$ cat src/rtl/ps2_keymap.sv
// ps2_keymap: PS/2 set-2 scan-code stream to ASCII translator.
// Parses E0/F0 prefixes, tracks Shift/Ctrl/Caps Lock, can suppress typematic
// repeats and queues characters in a small FIFO with a valid/ready handshake.
// Ports:
//   clk, rst              - clock, asynchronous active-high reset
//   in_valid, scan_code   - one raw set-2 byte per strobe
//   out_valid, out_ready  - FIFO non-empty / consumer pop request
//   out_data              - ASCII character at the FIFO head
//   shift_o, ctrl_o, caps_o - registered modifier state
//   overflow              - one-cycle pulse when a character is dropped (FIFO full)
module ps2_keymap #(
    parameter int FIFO_DEPTH   = 4,
    parameter bit REPEAT_EN    = 1'b1,
    parameter bit DROP_UNKNOWN = 1'b1
) (
    input  logic       clk,
    input  logic       rst,
    input  logic       in_valid,
    input  logic [7:0] scan_code,
    output logic       out_valid,
    input  logic       out_ready,
    output logic [7:0] out_data,
    output logic       shift_o,
    output logic       ctrl_o,
    output logic       caps_o,
    output logic       overflow
);
    localparam int AW = (FIFO_DEPTH > 2) ? $clog2(FIFO_DEPTH) : 1;
    localparam logic [AW:0] DEPTH_C = (AW + 1)'(FIFO_DEPTH);

    typedef enum logic [1:0] {
        ST_IDLE    = 2'd0,
        ST_EXT     = 2'd1,
        ST_BRK     = 2'd2,
        ST_EXT_BRK = 2'd3
    } state_t;

    // Letter lookup: {hit, lower-case ASCII}
    function automatic logic [8:0] map_letter(input logic [7:0] code);
        logic [8:0] res;
        case (code)
            8'h1C: res = {1'b1, 8'h61};  8'h32: res = {1'b1, 8'h62};
            8'h21: res = {1'b1, 8'h63};  8'h23: res = {1'b1, 8'h64};
            8'h24: res = {1'b1, 8'h65};  8'h2B: res = {1'b1, 8'h66};
            8'h34: res = {1'b1, 8'h67};  8'h33: res = {1'b1, 8'h68};
            8'h43: res = {1'b1, 8'h69};  8'h3B: res = {1'b1, 8'h6A};
            8'h42: res = {1'b1, 8'h6B};  8'h4B: res = {1'b1, 8'h6C};
            8'h3A: res = {1'b1, 8'h6D};  8'h31: res = {1'b1, 8'h6E};
            8'h44: res = {1'b1, 8'h6F};  8'h4D: res = {1'b1, 8'h70};
            8'h15: res = {1'b1, 8'h71};  8'h2D: res = {1'b1, 8'h72};
            8'h1B: res = {1'b1, 8'h73};  8'h2C: res = {1'b1, 8'h74};
            8'h3C: res = {1'b1, 8'h75};  8'h2A: res = {1'b1, 8'h76};
            8'h1D: res = {1'b1, 8'h77};  8'h22: res = {1'b1, 8'h78};
            8'h35: res = {1'b1, 8'h79};  8'h1A: res = {1'b1, 8'h7A};
            default: res = 9'h000;
        endcase
        return res;
    endfunction

    // Non-letter lookup: {hit, ASCII}; shifted variant chosen by shift
    function automatic logic [8:0] map_other(input logic [7:0] code, input logic shift);
        logic [7:0] u;
        logic [7:0] s;
        logic       hit;
        hit = 1'b1;
        case (code)
            8'h16: begin u = 8'h31; s = 8'h21; end
            8'h1E: begin u = 8'h32; s = 8'h40; end
            8'h26: begin u = 8'h33; s = 8'h23; end
            8'h25: begin u = 8'h34; s = 8'h24; end
            8'h2E: begin u = 8'h35; s = 8'h25; end
            8'h36: begin u = 8'h36; s = 8'h5E; end
            8'h3D: begin u = 8'h37; s = 8'h26; end
            8'h3E: begin u = 8'h38; s = 8'h2A; end
            8'h46: begin u = 8'h39; s = 8'h28; end
            8'h45: begin u = 8'h30; s = 8'h29; end
            8'h0E: begin u = 8'h60; s = 8'h7E; end
            8'h4E: begin u = 8'h2D; s = 8'h5F; end
            8'h55: begin u = 8'h3D; s = 8'h2B; end
            8'h54: begin u = 8'h5B; s = 8'h7B; end
            8'h5B: begin u = 8'h5D; s = 8'h7D; end
            8'h5D: begin u = 8'h5C; s = 8'h7C; end
            8'h4C: begin u = 8'h3B; s = 8'h3A; end
            8'h52: begin u = 8'h27; s = 8'h22; end
            8'h41: begin u = 8'h2C; s = 8'h3C; end
            8'h49: begin u = 8'h2E; s = 8'h3E; end
            8'h4A: begin u = 8'h2F; s = 8'h3F; end
            8'h29: begin u = 8'h20; s = 8'h20; end
            8'h5A: begin u = 8'h0D; s = 8'h0D; end
            8'h66: begin u = 8'h08; s = 8'h08; end
            8'h0D: begin u = 8'h09; s = 8'h09; end
            8'h76: begin u = 8'h1B; s = 8'h1B; end
            default: begin u = 8'h00; s = 8'h00; hit = 1'b0; end
        endcase
        return {hit, (shift ? s : u)};
    endfunction

    state_t      state_r, state_nxt_s;
    logic        byte_vld_r;
    logic [7:0]  byte_r;
    logic        make_s, brk_s, ext_s;
    logic [8:0]  key_s;
    logic        lshift_r, rshift_r, lctrl_r, rctrl_r, caps_r, caps_held_r;
    logic        lshift_nxt_s, rshift_nxt_s, lctrl_nxt_s, rctrl_nxt_s, caps_nxt_s, caps_held_nxt_s;
    logic        is_lshift_s, is_rshift_s, is_lctrl_s, is_rctrl_s, is_caps_s, is_mod_s;
    logic [8:0]  last_key_r;
    logic        last_vld_r;
    logic        rpt_hit_s, rpt_drop_s;
    logic [8:0]  letter_s, other_s;
    logic        chr_vld_s;
    logic [7:0]  chr_s;
    logic [7:0]  mem_r [FIFO_DEPTH];
    logic [AW:0] wr_ptr_r, rd_ptr_r, count_s;
    logic        full_s, empty_s, pop_s, push_s, drop_s;

    // Input capture stage: the byte is interpreted one cycle after it is sampled
    always_ff @(posedge clk or posedge rst) begin
        if (rst) begin
            byte_vld_r <= 1'b0;
            byte_r     <= 8'h00;
        end else begin
            byte_vld_r <= in_valid;
            byte_r     <= scan_code;
        end
    end

    // Parser state register
    always_ff @(posedge clk or posedge rst) begin
        if (rst) begin
            state_r <= ST_IDLE;
        end else begin
            state_r <= state_nxt_s;
        end
    end

    // Parser next state and make/break classification of the captured byte
    always_comb begin
        state_nxt_s = state_r;
        make_s      = 1'b0;
        brk_s       = 1'b0;
        ext_s       = 1'b0;
        if (byte_vld_r) begin
            case (state_r)
                ST_IDLE: begin
                    case (byte_r)
                        8'hE0:                             state_nxt_s = ST_EXT;
                        8'hF0:                             state_nxt_s = ST_BRK;
                        8'hAA, 8'hFA, 8'hEE, 8'h00, 8'hFF: state_nxt_s = ST_IDLE;
                        default:                           make_s      = 1'b1;
                    endcase
                end
                ST_EXT: begin
                    if (byte_r == 8'hF0) begin
                        state_nxt_s = ST_EXT_BRK;
                    end else begin
                        make_s      = 1'b1;
                        ext_s       = 1'b1;
                        state_nxt_s = ST_IDLE;
                    end
                end
                ST_BRK: begin
                    brk_s       = 1'b1;
                    state_nxt_s = ST_IDLE;
                end
                ST_EXT_BRK: begin
                    brk_s       = 1'b1;
                    ext_s       = 1'b1;
                    state_nxt_s = ST_IDLE;
                end
                default: state_nxt_s = ST_IDLE;
            endcase
        end else begin
            state_nxt_s = state_r;
        end
    end

    assign key_s       = {ext_s, byte_r};
    assign is_lshift_s = (key_s == 9'h012);
    assign is_rshift_s = (key_s == 9'h059);
    assign is_lctrl_s  = (key_s == 9'h014);
    assign is_rctrl_s  = (key_s == 9'h114);
    assign is_caps_s   = (key_s == 9'h058);
    assign is_mod_s    = is_lshift_s | is_rshift_s | is_lctrl_s | is_rctrl_s | is_caps_s;

    // Held-key tracking; Caps toggles only on the make that starts a press
    assign lshift_nxt_s    = (make_s & is_lshift_s) | (lshift_r & ~(brk_s & is_lshift_s));
    assign rshift_nxt_s    = (make_s & is_rshift_s) | (rshift_r & ~(brk_s & is_rshift_s));
    assign lctrl_nxt_s     = (make_s & is_lctrl_s)  | (lctrl_r  & ~(brk_s & is_lctrl_s));
    assign rctrl_nxt_s     = (make_s & is_rctrl_s)  | (rctrl_r  & ~(brk_s & is_rctrl_s));
    assign caps_held_nxt_s = (make_s & is_caps_s)   | (caps_held_r & ~(brk_s & is_caps_s));
    assign caps_nxt_s      = caps_r ^ (make_s & is_caps_s & ~caps_held_r);

    // Modifier registers and their registered outputs
    always_ff @(posedge clk or posedge rst) begin
        if (rst) begin
            lshift_r    <= 1'b0;
            rshift_r    <= 1'b0;
            lctrl_r     <= 1'b0;
            rctrl_r     <= 1'b0;
            caps_r      <= 1'b0;
            caps_held_r <= 1'b0;
            shift_o     <= 1'b0;
            ctrl_o      <= 1'b0;
            caps_o      <= 1'b0;
        end else begin
            lshift_r    <= lshift_nxt_s;
            rshift_r    <= rshift_nxt_s;
            lctrl_r     <= lctrl_nxt_s;
            rctrl_r     <= rctrl_nxt_s;
            caps_r      <= caps_nxt_s;
            caps_held_r <= caps_held_nxt_s;
            shift_o     <= lshift_nxt_s | rshift_nxt_s;
            ctrl_o      <= lctrl_nxt_s | rctrl_nxt_s;
            caps_o      <= caps_nxt_s;
        end
    end

    assign rpt_hit_s  = last_vld_r && (last_key_r == key_s);
    assign rpt_drop_s = (REPEAT_EN == 1'b0) && rpt_hit_s;

    // Last-made-key register; cleared by the break of that same key
    always_ff @(posedge clk or posedge rst) begin
        if (rst) begin
            last_key_r <= 9'h000;
            last_vld_r <= 1'b0;
        end else if (make_s) begin
            last_key_r <= key_s;
            last_vld_r <= 1'b1;
        end else if (brk_s && rpt_hit_s) begin
            last_vld_r <= 1'b0;
        end else begin
            last_vld_r <= last_vld_r;
        end
    end

    assign letter_s = map_letter(byte_r);
    assign other_s  = map_other(byte_r, lshift_r | rshift_r);

    // Character generation from the make code and pre-byte modifier state
    always_comb begin
        chr_vld_s = 1'b0;
        chr_s     = 8'h00;
        if (make_s && !is_mod_s && !rpt_drop_s) begin
            if (ext_s) begin
                if (byte_r == 8'h5A) begin
                    chr_vld_s = 1'b1;
                    chr_s     = 8'h0D;
                end else begin
                    chr_vld_s = 1'b0;
                end
            end else if (letter_s[8]) begin
                chr_vld_s = 1'b1;
                if (lctrl_r | rctrl_r) begin
                    chr_s = letter_s[7:0] - 8'h60;
                end else if ((lshift_r | rshift_r) ^ caps_r) begin
                    chr_s = letter_s[7:0] - 8'h20;
                end else begin
                    chr_s = letter_s[7:0];
                end
            end else if (lctrl_r | rctrl_r) begin
                chr_vld_s = 1'b0;
            end else if (other_s[8]) begin
                chr_vld_s = 1'b1;
                chr_s     = other_s[7:0];
            end else if (!DROP_UNKNOWN) begin
                chr_vld_s = 1'b1;
                chr_s     = 8'hFF;
            end else begin
                chr_vld_s = 1'b0;
            end
        end else begin
            chr_vld_s = 1'b0;
        end
    end

    // Extra pointer bit separates full from empty
    assign count_s = wr_ptr_r - rd_ptr_r;
    assign empty_s = (wr_ptr_r == rd_ptr_r);
    assign full_s  = (count_s == DEPTH_C);
    assign pop_s   = !empty_s && out_ready;
    assign push_s  = chr_vld_s && (!full_s || pop_s);
    assign drop_s  = chr_vld_s && full_s && !pop_s;

    // Output FIFO storage, pointers and overflow pulse
    always_ff @(posedge clk or posedge rst) begin
        if (rst) begin
            wr_ptr_r <= '0;
            rd_ptr_r <= '0;
            overflow <= 1'b0;
            for (int i = 0; i < FIFO_DEPTH; i++) begin
                mem_r[i] <= 8'h00;
            end
        end else begin
            if (push_s) begin
                mem_r[wr_ptr_r[AW-1:0]] <= chr_s;
                wr_ptr_r                <= wr_ptr_r + 1'b1;
            end
            if (pop_s) begin
                rd_ptr_r <= rd_ptr_r + 1'b1;
            end
            overflow <= drop_s;
        end
    end

    assign out_valid = !empty_s;
    assign out_data  = mem_r[rd_ptr_r[AW-1:0]];

endmodule

$ cat config.mk
export PLATFORM = sky130hd
export DESIGN_NAME = ps2_keymap
export DESIGN_NICKNAME = d
export VERILOG_FILES = /design/src/rtl/ps2_keymap.sv
export SDC_FILE = /design/constraint.sdc
export NUM_CORES = 1
export LEC_CHECK = 0
export ABC_AREA = 1
export ABC_CLOCK_PERIOD_IN_PS = 3700
export BUFFER_PORTS_ARGS = -buffer_cell sky130_fd_sc_hd__buf_2
export CORE_ASPECT_RATIO = 2
export CORE_MARGIN = 3
export CORE_UTILIZATION = 50
export CTS_CLUSTER_SIZE = 40
export DETAILED_ROUTE_END_ITERATION = 12
export PLACE_DENSITY = 0.77
export SLEW_MARGIN = 20
export SYNTH_ARGS = -nofsm -noshare
export SYNTH_HDL_FRONTEND = slang
export SYNTH_SLANG_ARGS = --single-unit
$ cat constraint.sdc
create_clock -name clk -period 3.7 [get_ports clk]
set_input_delay 0.74 -clock clk [delete_from_list [all_inputs] [get_ports clk]]
set_output_delay 0.74 -clock clk [all_outputs]
set_load 0.05 [all_outputs]
==> results.sh <==
export IMPL_status="completed"
export IMPL_ys_seq_area_share_pct=35.9
export IMPL_slew_violations=0
export IMPL_grt_util_all_layers_pct=31.7
export IMPL_setup_viol=0
export IMPL_cts_resized_gates=0
export IMPL_p_switching_w=0.00138
export IMPL_synth_xor_xnor_area_share_pct=1.30
export IMPL_comb_power_share_pct=41.9
export IMPL_fmax_mhz=343
export IMPL_max_stage_delay_ns=0.74
export IMPL_core_area_um2=7710
export IMPL_dpl_hpwl_um=11300
export IMPL_critPathCaptureType="primary output"
export IMPL_syn_nets=628
export IMPL_grt_pass1_wl_um=22100
export IMPL_synth_most_common_cell="nand2_1"
export IMPL_cp_slowest_cell="dfrtp_1"
export IMPL_clock_root_buffer="clkbuf_16"
export IMPL_hold_viol_final=0
export IMPL_diodes=0
export IMPL_hold_buffers=0
export IMPL_p_seq_share_pct=30.1
export IMPL_yosys_area_share_simple_pct=40.5
export IMPL_synthTopCellsByCount="nand2_1, nor2_1, dfrtp_1"
export IMPL_synth_avg_cell_area_um2=6.71
export IMPL_synth_area_leader_cell="dfrtp_1"
export IMPL_synthMuxAreaShare_pct=0
export IMPL_crit_fanout=19
export IMPL_synth_compound_area_share_pct=11.6
export IMPL_crit_required_ns=2.96
export IMPL_die_h_um=133
export IMPL_worstMarginPinSlew_ns=0.725
export IMPL_avgRoutedWirePerCell_um=19.6
export IMPL_antenna_found_initial=0
export IMPL_cts_sinks=58
export IMPL_peakVddDrop_mv=0.243
export IMPL_start_util_pct=52.4
export IMPL_max_cap_viol_count=0
export IMPL_drt_wl_total_um=14400
export IMPL_arrival_ns=2.18
export IMPL_hold_class="reg2reg"
export IMPL_critPathLaunch="rd_ptr_r[0]"
export IMPL_grt_max_degree=33
export IMPL_use_met3_pct=6.19
export IMPL_via_per_inst=5.75
export IMPL_cts_tree="built"
export IMPL_numCtsBuffers=9
export IMPL_die_area_um2=9260
export IMPL_path_clk_slew_ns=0.05
export IMPL_synth_seq_cells=58
export IMPL_swShare_pct=44.7
export IMPL_fin_crit_sh_pct=78.8
export IMPL_synthAdderAreaFrac_pct=4.33
export IMPL_r2r_start="byte_r[1]"
export IMPL_synthDistinctLibCells=35
export IMPL_grt_busiest_layer="met2"
export IMPL_pwr_density_cell_nw_per_um2=676
export IMPL_grt_util_met2_pct=62.4
export IMPL_p_int_w=0.00171
export IMPL_reg2reg_depth=15
export IMPL_firstDrtPassIters=5
export IMPL_pin_count=25
export IMPL_synth_edf_count=0
export IMPL_reg2reg_to="mem_r[0]"
export IMPL_fp_dieW_um=69.6
export IMPL_fin_crit_ns=2.92
export IMPL_rsz0062_at_grt="false"
export IMPL_drc=0
export IMPL_fin_setup_tns_ns=0
export IMPL_rows=45
export IMPL_worstSetupPathType="reg2out"
export IMPL_rrSetupSlack_ns=0.80
export IMPL_vias=4211
export IMPL_max_slew_margin_rel_pct=51.6
export IMPL_grt_pass1_vias=4361
export IMPL_cp_start_kind="register"
export IMPL_crit_end="out_data[2]"
export IMPL_synth_area_leaders="dfrtp_1, nand2_1, nor2_1, o21ai_0, inv_1"
export IMPL_synth_top_family_by_area="simple AND/OR/NAND/NOR gates"
export IMPL_dp_cells=716
export IMPL_timing_hold_ws_ns=0.465
export IMPL_crit_chain="inv_1, o21ai_0, o22ai_1, buf_2"
export IMPL_area_growth_pct=13.1
export IMPL_initialDrtViolationCount=269
export IMPL_pwr_share_clk_pct=28.0
export IMPL_synth_warnings=0
export IMPL_syn_area_um2=4040
export IMPL_io_buffers=24
export IMPL_syn_instance_count=602
export IMPL_drive_gt1_share_pct=13.2
export IMPL_clkLatencyLatePin_ns=0.33
export IMPL_skew_ns=0.00735
export IMPL_yosysTopAreaCellShare_pct=35.9
export IMPL_antenna_left=0
export IMPL_gr_total_overflow=0
export IMPL_nets=659
export IMPL_htreeDepth=3
export IMPL_synth_main_ff_cell="dfrtp_1"
export IMPL_final_cells=732
export IMPL_synthArstFlopShare_pct=100
export IMPL_cts_buffer_depth=2
export IMPL_leakage_nw=2.48
export IMPL_place_congestion=1.08
export IMPL_post_cts_buffers=0
export IMPL_grt_use_met1_pct=25.9
[through the flow]
step	power [W]	setup slack [ns]	util, %	area, µm²
3_5_place_dp	0.00221	0.877	55.3	4270
5_1_grt	0.00325	0.595	59.3	4570
4_1_cts	0.00309	0.824	59.3	4570
2_1_floorplan	0.00188	1.20	-	4040
3_3_place_gp	0.00217	0.928	55.3	4270
6_report	0.00309	0.785	59.3	4570
[registers in the layout (all words and copies together) (netlist names), 2 cells and up]
name      count
state_r       2
rd_ptr_r      3
byte_r        8
mem_r        32
wr_ptr_r      3
[kinds of logic (layout without fill, tap and decap cells)]
kind of cell	Yosys count	in the layout
adder cells (fa/ha/maj)	14	14
AND/OR/NAND/NOR	373	373
AO/OA/AOI/OAI	86	86
flip-flops	58	58
XOR/XNOR	6	6
buffers and inverters	65	101
[critical path, delay by kind of cell (launching register included)]
family                 cells  cell delay [ns]
buffers and inverters      2             0.67
flip-flops                 1             0.74
AO/OA/AOI/OAI              2             0.43
[cell usage in the layout (no fill, tap or decap), types with 2 or more instances in the layout]
cell type / count
o211ai_1: 4
nand2_2: 6
inv_2: 9
nand3_1: 35
inv_1: 46
nand2_4: 2
a21oi_1: 20
dfrtp_1: 58
ha_1: 14
xor2_1: 3
clkinvlp_4: 2
nand3_4: 2
nor2_2: 10
nand2_1: 208
clkinv_1: 2
a21oi_2: 2
o22ai_1: 9
clkbuf_8: 2
buf_4: 3
or2_2: 2
nor2_1: 81
xnor2_1: 3
nor2_4: 5
o21ai_0: 44
nor3_1: 8
o21ai_1: 2
buf_2: 24
clkbuf_16: 9
nand4_1: 10
a31oi_1: 4
[how the worst min path moves through the flow]
stage / from / to / slack (ns) / depth (start not counted)
finish: mem_r[15] / mem_r[15] / 0.47 / 2
CTS: mem_r[15] / mem_r[15] / 0.47 / 2
detailed placement: mem_r[15] / mem_r[15] / 0.46 / 2
global placement: mem_r[15] / mem_r[15] / 0.45 / 2
global route: mem_r[15] / mem_r[15] / 0.49 / 2
floorplan: mem_r[15] / mem_r[15] / 0.43 / 2
[power by group through the flow]
| stage | logic, W | registers, W | clock network (W) |
|---|---|---|---|
| floorplan | 0.000982 | 0.000897 | 0 |
| global placement | 0.00124 | 0.000928 | 0 |
| detailed placement | 0.00128 | 0.000937 | 0 |
| CTS | 0.00129 | 0.000928 | 0.000867 |
| global route | 0.00141 | 0.000952 | 0.000895 |
| finish | 0.00129 | 0.000931 | 0.000865 |
[routing by layer]
layer | up-vias | wire length [µm]
li1 | 2018 | -
met2 | 167 | 8190
met1 | 1945 | 4390
met4 | 0 | 1220
met3 | 81 | 573
met5 | - | 0
[area by class of cell]
cell class	count	area [µm²]
Fill cell	744	3140
Sequential cell	58	1450
Inverter	58	220
Clock buffer	12	256
Clock inverter	4	50.0
Timing Repair Buffer	27	143
Tap cell	94	118
Multi-Input combinational cell	479	2330
(Power assumes the default switching activity.)
